**config.mk**
```make
export PLATFORM = sky130hd
export DESIGN_NAME = mbledhesi_sekuencial
export DESIGN_NICKNAME = d
export VERILOG_FILES = /design/src/rtl/mbledhesi_sekuencial.sv
export SDC_FILE = /design/constraint.sdc
export NUM_CORES = 1
export LEC_CHECK = 0
export ABC_CLOCK_PERIOD_IN_PS = 9100
export BUFFER_PORTS_ARGS = -buffer_cell sky130_fd_sc_hd__buf_2
export CAP_MARGIN = 20
export CORE_AREA = 2 2 108 110
export CTS_CLUSTER_DIAMETER = 50
export DETAILED_ROUTE_END_ITERATION = 6
export DIE_AREA = 0 0 110 112
export GPL_TIMING_DRIVEN = 0
export PLACE_DENSITY = 0.95
export SETUP_SLACK_MARGIN = 0.05
export SLEW_MARGIN = 0
export SYNTH_ARGS = -nofsm -noshare
export SYNTH_HDL_FRONTEND = slang
export SYNTH_SLANG_ARGS = --single-unit
```
**constraint.sdc**
```tcl
create_clock -name Clock -period 9.1 [get_ports Clock]
set_input_delay 0.455 -clock Clock [delete_from_list [all_inputs] [get_ports Clock]]
set_output_delay 0.455 -clock Clock [all_outputs]
set_load 0.01 [all_outputs]
```
**src/rtl/mbledhesi_sekuencial.sv**
```systemverilog
// Multi-cycle adder/subtractor: adds or subtracts two WIDTH-bit operands,
// CHUNK bits per clock, with the carry rippling between chunks in a register.
//
// Ports:
//   Clock  - rising-edge clock
//   Reset  - asynchronous, active-high reset
//   Start  - request; accepted when Start and Ready are both 1 on an edge
//   SUB    - 0: A+B+CIN, 1: A-B-CIN (computed as A + ~B + ~CIN)
//   A, B   - operands, sampled on accept
//   CIN    - carry-in (add) or borrow-in (sub), sampled on accept
//   Ready  - idle and able to accept Start
//   Done   - one-cycle pulse when Shuma and the flags are updated
//   Shuma  - result, held until the next completion
//   COUT   - carry out of bit WIDTH-1 (in sub mode 1 = no borrow)
//   OVF    - signed two's-complement overflow
//   ZERO   - Shuma == 0
module mbledhesi_sekuencial #(
  parameter int WIDTH = 32,
  parameter int CHUNK = 8
) (
  input  logic             Clock,
  input  logic             Reset,
  input  logic             Start,
  input  logic             SUB,
  input  logic [WIDTH-1:0] A,
  input  logic [WIDTH-1:0] B,
  input  logic             CIN,
  output logic             Ready,
  output logic             Done,
  output logic [WIDTH-1:0] Shuma,
  output logic             COUT,
  output logic             OVF,
  output logic             ZERO
);

  localparam int N  = WIDTH / CHUNK;
  localparam int CW = (N > 1) ? $clog2(N) : 1;

  localparam logic [0:0] IDLE = 1'b0;
  localparam logic [0:0] RUN  = 1'b1;

  localparam logic [CW-1:0] LAST = CW'(N - 1);

  logic [0:0]       state_q;
  logic [WIDTH-1:0] a_q;
  logic [WIDTH-1:0] b_q;
  logic             carry_q;
  logic [CW-1:0]    cnt_q;
  logic [WIDTH-1:0] shadow_q;

  logic             accept;
  logic             last;
  int               base;
  logic [CHUNK-1:0] a_k;
  logic [CHUNK-1:0] b_k;
  logic [CHUNK:0]   sum_k;
  logic             msb_cin;
  logic [WIDTH-1:0] res_next;

  assign Ready  = (state_q == IDLE);
  assign accept = Start & Ready;
  assign last   = (cnt_q == LAST);

  always_comb begin
    base     = int'(cnt_q) * CHUNK;
    a_k      = a_q[base +: CHUNK];
    b_k      = b_q[base +: CHUNK];
    sum_k    = {1'b0, a_k}
             + {1'b0, b_k}
             + {{CHUNK{1'b0}}, carry_q};
    // Carry into the chunk MSB recovered from the
    // MSB sum bit; only meaningful on the last chunk.
    msb_cin  = sum_k[CHUNK-1]
             ^ a_k[CHUNK-1]
             ^ b_k[CHUNK-1];
    res_next = shadow_q;
    res_next[base +: CHUNK] = sum_k[CHUNK-1:0];
  end

  always_ff @(posedge Clock or posedge Reset) begin
    if (Reset) begin
      state_q  <= IDLE;
      a_q      <= '0;
      b_q      <= '0;
      carry_q  <= 1'b0;
      cnt_q    <= '0;
      shadow_q <= '0;
      Done     <= 1'b0;
      Shuma    <= '0;
      COUT     <= 1'b0;
      OVF      <= 1'b0;
      ZERO     <= 1'b0;
    end else begin
      Done <= 1'b0;
      unique case (state_q)
        IDLE: begin
          if (accept) begin
            a_q     <= A;
            b_q     <= SUB ? ~B : B;
            carry_q <= SUB ? ~CIN : CIN;
            cnt_q   <= '0;
            state_q <= RUN;
          end
        end
        RUN: begin
          shadow_q <= res_next;
          carry_q  <= sum_k[CHUNK];
          if (last) begin
            cnt_q   <= '0;
            state_q <= IDLE;
            Done    <= 1'b1;
            Shuma   <= res_next;
            COUT    <= sum_k[CHUNK];
            OVF     <= msb_cin ^ sum_k[CHUNK];
            ZERO    <= (res_next == '0);
          end else begin
            cnt_q   <= cnt_q + CW'(1);
          end
        end
        default: begin
          state_q <= IDLE;
        end
      endcase
    end
  end

endmodule

```
==> summary.log, run 1 <==
qor: routing.avgViaCountPerCell 6.14
qor: global_route.grt_overflow_total 0
qor: global_route.number_of_global_route_vias_before_repair 5719
qor: routing.number_of_detailed_routing_iterations_run_before_antenna_repair 5
qor: synth.proportion_of_synthesized_area_in_mux_cells 0.116
qor: clocking.tritoncts yes
qor: setup_path.longest_individual_stage_delay_on_the_worst_path 0.59 ns
qor: setup_path.worst_setup_path_start_kind flop
qor: synth.ys.warnings.count 0
qor: setup_path.critical_path.endpoint_type flop
qor: synth.synthFlopType dfrtp_1
qor: clocking.cts_hold_buf 0
qor: floorplan.top_level_ports 106
qor: clocking.htree_num_levels 4
qor: synth.synthAdderAreaFrac 0.0302
qor: synth.synth_seq_cells 136
qor: floorplan.die_w 110 microns
qor: routing.vias 5485
qor: cells_and_area.finalNetCount 822
qor: floorplan.core_area 11200 sq um
qor: setup_path.regToRegStartpoint cnt_q[0]
qor: synth.syn_nets 698
qor: synth.synth_compound_gate_area_share 0.149
qor: place.finalWeightedCongestion 1.00
qor: cells_and_area.fillerInstances 768
qor: setup_path.worstPathCellList buf_2 > mux4_2 > fa_1 > fa_1 > a211oi_1 > o21a_1 > o21bai_1 > a21oi_1 > xnor3_1 > mux2_4
qor: setup_path.worst_ep_required_time 9.42 ns
qor: setup_path.critical-path-top-cell-by-count fa_1
qor: clocking.cts_buffer_depth 2
qor: routing.detailedRoute.firstIterationViolations 469
qor: global_route.antenna_violations_before_repair 0
qor: clocking.cts_buffers 17
qor: floorplan.initial_utilization 0.600
qor: place.dp.final_hpwl 12900 microns
qor: synth.yosysSeqAreaShare 0.507
qor: routing.ant_nets 0
qor: cells_and_area.drive_above_1_share 0.266
qor: run_status.status complete, no violations
qor: place.worst_setup_slack_post_dpl 4.66 ns
qor: clocking.cts.repair_timing.setup_buffer_count 0
qor: synth.synthTopCellsByArea dfrtp_1 51%, o21ai_0 6.6%, mux2_2 5.9%
qor: cells_and_area.area.sequential 3400 sq um
qor: flow_run.max-cap-violations 0
qor: timing.post-route-min-period 4.55 ns
qor: clocking.cts_resized 0
qor: synth.synth_area_per_cell 10.9 sq um
qor: synth.synthSimpleGateAreaFrac 0.107
qor: floorplan.placementRows 39
qor: synth.synth_area_leader_cell dfrtp_1
qor: clocking.clkSlewWorstSetupHoldPaths 0.06 ns
qor: routing.post_drt_wl_per_cell 20.8 microns
qor: synth.synthArstFlopShare 1.00
qor: setup_path.timing.critical_path.slowest_stage_cell mux4_2
qor: setup_path.critPathArrivalTime 4.87 ns
qor: timing.worst_clock_skew 0.00952 ns
qor: clocking.cts.root.buffer_cell clkbuf_16
qor: timing.worst_pin_slew 0.931 ns
qor: timing.fmaxAchievable 220 MHz
qor: timing.post-route-worst-setup-slack 4.55 ns
qor: setup_path.critical_path_class flop to flop
qor: cells_and_area.multiInputGateArea 3070 sq um
qor: global_route.track_usage 0.320
qor: timing.timing_hold_violations_final 0
qor: floorplan.die-area 12300 sq um
qor: synth.dominant_combinational_cell_family_by_area_after_synthesis compound AO/OA/AOI/OAI gates
qor: synth.synth_xor_xnor_area_share 0.0556
qor: clocking.clock-sinks 136
qor: floorplan.die_height 112 microns
qor: timing.totalNegativeSetupSlack 0 ns
qor: timing.max-slew-margin-rel 0.374
qor: timing.hold-worst-slack 0.107 ns
qor: synth.synthCells 614
qor: timing.setup_violations 0
qor: timing.rsz_0062_raised_after_global_routing no
qor: routing.route.final.wire_length 18600 microns
qor: cells_and_area.antennaDiodeCount 0
qor: setup_path.crit_path_max_fanout 10
qor: synth.synth_largest_type_area_fraction 0.507
qor: hold_path.hold_path_class input port to async pin
qor: setup_path.crit_start cnt_q[0]
qor: timing.slew_viol_final 0
qor: cells_and_area.area_delta_synth_final 19.3%
qor: clocking.clock_insertion_delay_worst_skew 0.44 ns
qor: global_route.grt_max_degree 71
qor: global_route.grt_first_pass_wirelength 29500 microns
qor: timing.layout_worst_path_cycle_share 0.500
qor: synth.post_synth_num_cell_types 53
qor: place.placement.io_buffers 104
qor: synth.synth_area 6710 sq um
qor: synth.post_synth_edffs 0
qor: routing.drc 0
[Yosys cell counts (3+ instances only)]
library cell and number:
nor4_1 6, nor3_1 4, a32o_1 9, o22ai_1 3, o21ai_0 89, xnor2_1 37
o31ai_1 3, o21a_1 3, mux4_2 16, o211ai_1 4, inv_1 11, a22oi_1 7
buf_1 7, nor2_1 21, a211oi_1 4, mux2_2 35, xor2_1 3, nor2b_1 17
dfrtp_1 136, a22o_1 3, a221oi_1 3, a21oi_1 20, nand2_1 93, or3_1 4
clkbuf_1 25, ha_1 13
[critical path: cells and delay by family, from the launching register on]
family,cells,cell delay (ns)
muxes,2,0.85
adders and majority gates,2,0.93
xor gates and xnor gates,1,0.42
DFF,1,0.54
buffers and inverters,1,0.42
AOI/OAI and AO/OA,4,1.28
[flip-flops by register name, indices dropped and copies added, names as in the netlist]
register  flops
Shuma        32
a_q          32
b_q          32
shadow_q     32
cnt_q         2
COUT          1
Done          1
OVF           1
ZERO          1
carry_q       1
state_q       1
[metrics by stage]
stage / utilization / std cells / instance area [sq um]
after detailed placement: 0.666 / 862 / 7440
after global routing: 0.716 / 894 / 8000
final: 0.716 / 894 / 8000
after global placement: 0.663 / 861 / 7410
after CTS: 0.716 / 894 / 8000
after floorplan: - / 614 / 6710
[metal layers]
layer	GRT usage	up-vias	share of wire
met2	0.519	325	0.50
met1	0.400	2664	0.38
li1	-	2429	-
met4	0.157	0	0.043
met5	0	-	0
met3	0.0749	67	0.083
[area by class of cell]
type / count / share of cell area
sequential: 136 / 0.425
multi-input combinational: 429 / 0.384
timing repair buffer: 105 / 0.0685
clock buffer: 18 / 0.0549
buffer: 37 / 0.0231
tap: 143 / 0.0224
clock inverter: 14 / 0.0156
inverter: 12 / 0.00625
[cell usage in the layout (no fill, tap or decap), drive strengths merged, types with 16 or more instances in the layout]
master and count:
a21oi 20, buf 116, clkbuf 43, dfrtp 136
mux2 36, mux4 16, nand2 93, nor2 21
nor2b 17, o21ai 89, xnor2 37
[path summary, 6_finish.rpt]
kind	endpoint	slack (ns)	cells after the start
max in group asynchronous	shadow_q[24]	8.26	3
worst min register to register	Shuma[4]	0.48	2
worst max-delay path	OVF	4.55	10
worst max register to register	OVF	4.55	10
min in group Clock	a_q[14]	0.25	2
worst min-delay path	Shuma[23]	0.11	2
[cell families (layout without fill, tap and decap cells)]
group | Yosys count | after routing
AO/OA/AOI/OAI | 162 | 162
AND/OR/NAND/NOR | 158 | 158
flip-flops | 136 | 136
multiplexers | 53 | 53
buffers and inverters | 49 | 186
XOR/XNOR | 41 | 41
adder cells (fa/ha/maj) | 15 | 15
Power of run 1 is not shown: default switching activity piles up to over one toggle a cycle in this logic, so the estimate is an artifact.
==> inputs of run 2 (changes only) <==
--- a/config.mk
+++ b/config.mk
@@ -5,15 +5,15 @@
 export SDC_FILE = /design/constraint.sdc
 export NUM_CORES = 1
 export LEC_CHECK = 0
-export ABC_CLOCK_PERIOD_IN_PS = 9100
+export ABC_CLOCK_PERIOD_IN_PS = 4550
 export BUFFER_PORTS_ARGS = -buffer_cell sky130_fd_sc_hd__buf_2
 export CAP_MARGIN = 20
-export CORE_AREA = 2 2 108 110
+export CORE_AREA = 2 2 112 114
 export CTS_CLUSTER_DIAMETER = 50
 export DETAILED_ROUTE_END_ITERATION = 6
-export DIE_AREA = 0 0 110 112
+export DIE_AREA = 0 0 114 116
 export GPL_TIMING_DRIVEN = 0
-export PLACE_DENSITY = 0.95
+export PLACE_DENSITY = 0.9
 export SETUP_SLACK_MARGIN = 0.05
 export SLEW_MARGIN = 0
 export SYNTH_ARGS = -nofsm -noshare
==> constraint.sdc (replaced) <==
create_clock -name Clock -period 4.55 [get_ports Clock]
set_input_delay 0.2275 -clock Clock [delete_from_list [all_inputs] [get_ports Clock]]
set_output_delay 0.2275 -clock Clock [all_outputs]
set_load 0.01 [all_outputs]
==> run 2 against run 1 <==
Non-clock buffer count increased by 1. Fmax rose by 7.0%. Global-route usage decreased by 4.2 points. First-iteration DRC count grew 2.1%. Utilization fell by 4.6 points. Count of clock-buffer cells in the layout increased by 6.
==> summary.log, run 2 (synthesis gave the netlist of run 1 again) <==
qor: floorplan.die_height 116 microns [+3.6%]
qor: global_route.grt_first_pass_wirelength 27800 microns [-5.8%]
qor: timing.max-slew-margin-rel 0.364 [-0.0109]
qor: routing.vias 5504 [+0.35%]
qor: cells_and_area.finalNonFillerCells 895 [+0.11%]
qor: floorplan.die-area 13200 sq um [+7.3%]
qor: clocking.clock-sinks 136 [unchanged]
qor: place.dp.final_hpwl 12500 microns [-2.7%]
qor: setup_path.worst_setup_path_start_kind flop
qor: routing.post_drt_wl_per_cell 19.4 microns [-6.6%]
qor: timing.timing_hold_violations_final 0 [unchanged]
qor: clocking.htree_num_levels 4 [unchanged]
qor: floorplan.core_area 11900 sq um [+6.6%]
qor: cells_and_area.area_delta_synth_final 19.0%
qor: routing.drc 0 [unchanged]
qor: run_status.status complete, no violations
qor: cells_and_area.layout.cells.most_common dfrtp_1
qor: setup_path.crit_path_max_fanout 10 [unchanged]
qor: setup_path.critPathArrivalTime 4.56 ns [-0.31 ns]
qor: cells_and_area.final_cell_mix 136 x dfrtp_1, 104 x buf_2, 93 x nand2_1
qor: hold_path.hold_path_class input port to flop
qor: place.numPlacedInstances 866 [+0.46%]
qor: timing.setup_violations 0 [unchanged]
qor: timing.slew_viol_final 0 [unchanged]
qor: routing.route.final.wire_length 17400 microns [-6.5%]
qor: cells_and_area.antennaDiodeCount 0 [unchanged]
qor: floorplan.die_w 114 microns [+3.6%]
qor: clocking.clkSlewWorstSetupHoldPaths 0.06 ns [about the same]
qor: setup_path.worst_ep_required_time 4.86 ns [-4.56 ns]
qor: floorplan.top_level_ports 106 [unchanged]
qor: routing.ant_nets 0 [unchanged]
qor: timing.rsz_0062_raised_after_global_routing no
qor: routing.detailedRoute.firstIterationViolations 479 [+2.1%]
qor: timing.post-route-min-period 4.25 ns [-0.299 ns]
qor: routing.avgViaCountPerCell 6.15 [+0.23%]
qor: place.placement.cell_area 7440 sq um [about the same]
qor: timing.worst_clock_skew 0.0109 ns [+0.00137 ns]
qor: floorplan.placementRows 40 [+2.6%]
qor: global_route.grt_overflow_total 0 [unchanged]
qor: timing.post-route-worst-setup-slack 0.297 ns [-4.25 ns]
qor: timing.hold-worst-slack 0.0313 ns [-0.0755 ns]
qor: setup_path.critical_path_class flop to flop
qor: global_route.number_of_global_route_vias_before_repair 5450 [-4.7%]
qor: clocking.cts.root.buffer_cell clkbuf_16
qor: cells_and_area.final_area 7980 sq um [-0.28%]
qor: cells_and_area.drive_above_1_share 0.262 [-0.00428]
qor: cells_and_area.finalNetCount 823 [+0.12%]
qor: routing.number_of_detailed_routing_iterations_run_before_antenna_repair 6 [+1]
qor: global_route.grt_max_degree 72 [+1.4%]
qor: timing.fmaxAchievable 235 MHz [+7.0%]
qor: timing.layout_worst_path_cycle_share 0.935 [+0.434]
qor: global_route.track_usage 0.279 [-0.0415]
qor: clocking.cts_buffer_depth 2 [unchanged]
qor: place.worst_setup_slack_post_dpl 0.105 ns [-4.56 ns]
qor: place.finalWeightedCongestion 0.956 [-4.7%]
qor: setup_path.critical_path.endpoint_type flop
qor: floorplan.initial_utilization 0.563 [-0.0371]
qor: flow_run.max-cap-violations 0 [unchanged]
qor: clocking.tritoncts yes
qor: clocking.cts.repair_timing.setup_buffer_count 0 [unchanged]
qor: timing.worst_pin_slew 0.947 ns [+0.0163 ns]
qor: place.placement.io_buffers 104 [unchanged]
qor: clocking.cts_buffers 17 [unchanged]
qor: clocking.clock_insertion_delay_worst_skew 0.43 ns [about the same]
qor: global_route.antenna_violations_before_repair 0 [unchanged]
[run 2: changes by cell type in the layout (fill, tap and decap cells not counted), moves of 2 or more]
| cell | delta |
|---|---|
| clkbuf_4 | +2 |
| clkbuf_1 | +3 |
| clkbuf_8 | +2 |
| clkinvlp_4 | -5 |
| inv_6 | -3 |
| buf_2 | -2 |
[run 2: path summary, 6_finish.rpt]
path                                from       end  slack, ns  depth (start not counted)
worst max-delay path            cnt_q[0]       OVF       0.30                         12
worst min register to register  Shuma[8]  Shuma[8]       0.47                          2
worst max register to register  cnt_q[0]       OVF       0.30                         12
min in group asynchronous          Reset   a_q[14]       0.43                          3
max in group asynchronous          Reset      Done       3.38                          4
worst min-delay path               A[17]   a_q[17]       0.03                          2
[run 2: routing by layer]
layer	vias up	track usage	routed length [microns]
met5	-	0	0
met4	0	0.130	561
met3	58	0.0638	1540
met2	328	0.471	8500
met1	2678	0.344	6780
li1	2440	-	-
[run 2: final cells by class]
class / count / area [sq um]
clock buffers: 24 / 482
inverters: 12 / 50.0
multi-input cells: 429 / 3090
repair buffers: 106 / 558
flip-flops and latches: 136 / 3400
plain buffers: 37 / 191
fillers: 896 / 3930
clock inverters: 4 / 22.5
well taps: 147 / 184
[run 2: worst max-delay path, cell delays in order, from the launching register on]
cell,delay [ns]
dfrtp_1,0.54
clkbuf_4,0.35
clkbuf_4,0.32
mux4_2,0.59
ha_1,0.31
buf_6,0.14
a21o_1,0.20
a2111oi_4,0.39
mux2i_1,0.33
or2_1,0.16
buf_6,0.13
xnor3_1,0.40
mux2_4,0.27
[run 2: timing repair]
item / CTS / global route
resized for setup: 0 / 7
hold buffers: 1 / 0
setup endpoints to repair: 0 / 2
hold endpoints to repair: 65 / 0
[run 2: through the flow]
step / TNS (ns) / util
2_1_floorplan: 0 / -
3_3_place_gp: -72.97 / 0.622
3_5_place_dp: 0 / 0.625
4_1_cts: 0 / 0.668
5_1_grt: 0 / 0.670
6_report: 0 / 0.670
Power of run 2 is left out for the same reason.
==> inputs of run 3 (changes only) <==
--- a/config.mk
+++ b/config.mk
@@ -5,13 +5,14 @@
 export SDC_FILE = /design/constraint.sdc
 export NUM_CORES = 1
 export LEC_CHECK = 0
+export ABC_AREA = 1
 export ABC_CLOCK_PERIOD_IN_PS = 4550
 export BUFFER_PORTS_ARGS = -buffer_cell sky130_fd_sc_hd__buf_2
 export CAP_MARGIN = 20
-export CORE_AREA = 2 2 112 114
+export CORE_AREA = 2 2 113 115
 export CTS_CLUSTER_DIAMETER = 50
 export DETAILED_ROUTE_END_ITERATION = 6
-export DIE_AREA = 0 0 114 116
+export DIE_AREA = 0 0 115 117
 export GPL_TIMING_DRIVEN = 0
 export PLACE_DENSITY = 0.9
 export SETUP_SLACK_MARGIN = 0.05
==> constraint.sdc (replaced) <==
create_clock -name Clock -period 4.55 [get_ports Clock]
set_input_delay 0.2275 -clock Clock [delete_from_list [all_inputs] [get_ports Clock]]
set_output_delay 0.2275 -clock Clock [all_outputs]
set_load 0.005 [all_outputs]
==> run 3 against run 2 <==
Synthesized cell count grew 40%. Final area up 5.3%. First-iteration DRC count increased by 1.9%. Die area rose by 1.7%. Fmax is 13% higher. Count of clock-buffer cells in the layout down 5. Flip-flop and latch count did not move.
==> summary.log, run 3 <==
qor: timing.worst_clock_skew 0.00783 ns [-0.00305 ns]
qor: routing.number_of_detailed_routing_iterations_run_before_antenna_repair 7 [+1]
qor: power_and_ir_drop.total_power 7.21 mW
qor: global_route.grt_first_pass_wirelength 30900 microns [+11%]
qor: timing.totalNegativeSetupSlack 0 ns [unchanged]
qor: cells_and_area.final_area 8400 sq um [+5.3%]
qor: timing.post-route-min-period 3.76 ns [-0.494 ns]
qor: place.dp.final_hpwl 13400 microns [+7.0%]
qor: cells_and_area.drive_above_1_share 0.172 [-0.0904]
qor: routing.avgViaCountPerCell 5.55 [-9.8%]
qor: routing.route.final.wire_length 18900 microns [+8.8%]
qor: synth.synthCells 858 [+40%]
qor: flow_run.max-cap-violations 0 [unchanged]
qor: synth.synth_largest_type_area_fraction 0.498 [-0.00920]
qor: routing.post_drt_wl_per_cell 16.2 microns [-16%]
qor: synth.ys.warnings.count 0 [unchanged]
qor: timing.setup_violations 0 [unchanged]
qor: place.worst_setup_slack_post_dpl 0.889 ns [+0.783 ns]
qor: floorplan.die_height 117 microns [+0.86%]
qor: synth.synth_area 6830 sq um [+1.8%]
qor: cells_and_area.finalNetCount 1086 [+32%]
qor: synth.synth_seq_cells 136 [unchanged]
qor: setup_path.critPathArrivalTime 4.12 ns [-0.44 ns]
qor: clocking.clock-sinks 136 [unchanged]
qor: cells_and_area.area_delta_synth_final 23.0%
qor: cells_and_area.layout.cells.most_common nand2_1
qor: timing.timing_hold_violations_final 0 [unchanged]
qor: clocking.clock_insertion_delay_worst_skew 0.43 ns [about the same]
qor: timing.slew_viol_final 0 [unchanged]
qor: setup_path.critical_path_class flop to flop
qor: hold_path.hold_path_class input port to flop
qor: clocking.cts_resized 0 [unchanged]
qor: clocking.cts_buffer_depth 2 [unchanged]
qor: synth.netlist_top_cells_count 297 x nand2_1, 136 x dfrtp_1, 107 x o21ai_0
qor: floorplan.die-area 13500 sq um [+1.7%]
qor: place.placement.cell_area 7570 sq um [+1.7%]
qor: routing.vias 6460 [+17%]
qor: routing.ant_nets 0 [unchanged]
qor: floorplan.placementRows 41 [+2.5%]
qor: floorplan.die_w 115 microns [+0.88%]
qor: synth.synth_area_per_cell 7.96 sq um [-27%]
qor: floorplan.top_level_ports 106 [unchanged]
qor: clocking.clkSlewWorstSetupHoldPaths 0.06 ns [about the same]
qor: run_status.status complete, no violations
qor: clocking.htree_num_levels 4 [unchanged]
qor: power_and_ir_drop.peakVddDrop 0.386 mV
qor: synth.synthTopCellsByArea dfrtp_1 50%, nand2_1 16%, o21ai_0 7.8%
qor: floorplan.core_area 12300 sq um [+3.4%]
qor: timing.layout_worst_path_cycle_share 0.826 [-0.109]
qor: synth.syn_nets 942 [+35%]
qor: routing.detailedRoute.firstIterationViolations 488 [+1.9%]
qor: setup_path.regToRegStartpoint cnt_q[0]
qor: global_route.antenna_violations_before_repair 0 [unchanged]
qor: cells_and_area.antennaDiodeCount 0 [unchanged]
qor: clocking.cts_buffers 17 [unchanged]
qor: cells_and_area.fillerInstances 995 [+11%]
qor: setup_path.critical_path.endpoint_type flop
qor: synth.yosysSeqAreaShare 0.498 [-0.00920]
qor: clocking.tritoncts yes
qor: floorplan.initial_utilization 0.555 [-0.00825]
qor: clocking.cts.root.buffer_cell clkbuf_16
qor: synth.post_synth_num_cell_types 29 [-45%]
qor: cells_and_area.final_cell_mix 297 x nand2_1, 136 x dfrtp_1, 111 x buf_2
qor: timing.post-route-worst-setup-slack 0.791 ns [+0.494 ns]
qor: synth.yosys.cell_count.top_type nand2_1
qor: synth.synthFlopType dfrtp_1
qor: global_route.grt_overflow_total 0 [unchanged]
qor: synth.synth_area_leader_cell dfrtp_1
qor: routing.drc 0 [unchanged]
qor: cells_and_area.multiInputGateArea 3010 sq um [-2.5%]
qor: power_and_ir_drop.static-leakage-power 4.27 nW
qor: setup_path.crit_path_max_fanout 10 [unchanged]
qor: setup_path.crit_start cnt_q[0]
qor: hold_path.min_from A[28]
qor: place.finalWeightedCongestion 0.982 [+2.7%]
qor: synth.synthArstFlopShare 1.00 [unchanged]
qor: setup_path.ff2ff_setup_slack 0.79 ns [+0.49 ns]
qor: timing.max-slew-margin-rel 0.542 [+0.178]
qor: synth.post_synth_edffs 0 [unchanged]
qor: cells_and_area.area.sequential 3400 sq um [unchanged]
qor: global_route.number_of_global_route_vias_before_repair 6425 [+18%]
qor: timing.rsz_0062_raised_after_global_routing no
qor: setup_path.worst_setup_path_start_kind flop
qor: timing.fmaxAchievable 266 MHz [+13%]
qor: timing.worst_pin_slew 0.687 ns [-0.260 ns]
qor: global_route.grt_max_degree 77 [+6.9%]
qor: global_route.track_usage 0.300 [+0.0211]
qor: setup_path.worst_ep_required_time 4.91 ns [+0.05 ns]
qor: place.placement.io_buffers 104 [unchanged]
qor: power_and_ir_drop.power_density_over_cell_area 859 nW/um^2
==> run 3: cell count changes after synthesis, moves of 13 or more <==
| cell | before | now |
|---|---|---|
| a21oi_1 | 20 | 7 |
| nor2_1 | 21 | 65 |
| nor2b_1 | 17 | 0 |
| mux4_2 | 16 | 0 |
| mux2_2 | 35 | 0 |
| inv_1 | 11 | 53 |
| o21ai_0 | 89 | 107 |
| o22ai_1 | 3 | 22 |
| nand2_1 | 93 | 297 |
| nand3_1 | 1 | 25 |
==> run 3: cell type report <==
type                       count  share of cell area
clock buffer                  19              0.0539
inverter                      61              0.0279
multi-input combinational    618               0.359
sequential                   136               0.405
tap                          150              0.0223
timing repair buffer         125              0.0891
buffer                        43              0.0220
clock inverter                12              0.0209
==> run 3: worst paths after layout <==
path,endpoint,cells after the start
worst max-delay path,ZERO,21
worst min-delay path,a_q[28],3
worst max register to register,ZERO,21
worst min register to register,a_q[12],2
max in group asynchronous,b_q[9],4
min in group asynchronous,Done,3
==> run 3: layer usage <==
metal  track usage  part of all wire  vias to the layer above
met5             0                 0                        -
met4         0.166             0.045                        0
met3        0.0654             0.067                       62
met2         0.513              0.50                      301
met1         0.353              0.39                     3048
li1              -                 -                     3049
==> run 3: cells by family (layout without fill, tap and decap cells) <==
group / after synthesis / after routing / synth area share
fa+ha+maj: 15 / 15 / 0.0297
simple gates: 413 / 413 / 0.245
compound gates: 157 / 157 / 0.124
flops: 136 / 136 / 0.498
buf+inv: 104 / 260 / 0.0606
xor+xnor: 33 / 33 / 0.0423
==> run 3: worst max-delay path, cell delays in order, from the launching register on <==
cell	delay, ns
dfrtp_1	0.46
buf_6	0.19
buf_6	0.15
buf_2	0.18
buf_2	0.20
nor2_1	0.12
o22ai_1	0.14
fa_1	0.47
fa_1	0.45
inv_1	0.08
nand2_1	0.08
nand4_1	0.12
nor2_1	0.07
a21oi_1	0.26
nand2_1	0.09
nor2_1	0.09
nand2_1	0.08
nor2_2	0.17
nand2_1	0.09
nor2_2	0.08
nand2_1	0.05
nand2_1	0.05
==> run 3: through the flow <==
| stage | hold slack [ns] | utilization | cells |
|---|---|---|---|
| finish | 0.00475 | 0.682 | 1164 |
| global route | 0.0103 | 0.682 | 1164 |
| CTS | 0.00352 | 0.682 | 1164 |
| detailed placement | 0.328 | 0.615 | 1113 |
| global placement | 0.423 | 0.612 | 1112 |
| floorplan | 0.337 | - | 858 |
==> run 3: power by group <==
| group | internal (mW) | leakage (nW) | total (mW) | switching, mW |
|---|---|---|---|---|
| clock network | 0.939 | 0.289 | 1.47 | 0.535 |
| logic | 1.23 | 2.22 | 3.72 | 2.49 |
| registers | 1.72 | 1.76 | 2.02 | 0.294 |
| total | 3.89 | 4.27 | 7.21 | 3.32 |
==> run 3: what timing repair did <==
item	4_1_cts	5_1_grt
setup buffers	0	0
hold endpoints to repair	79	0
hold buffers	20	0
endpoints found under the setup margin	0	0
(Power assumes the default switching activity.)
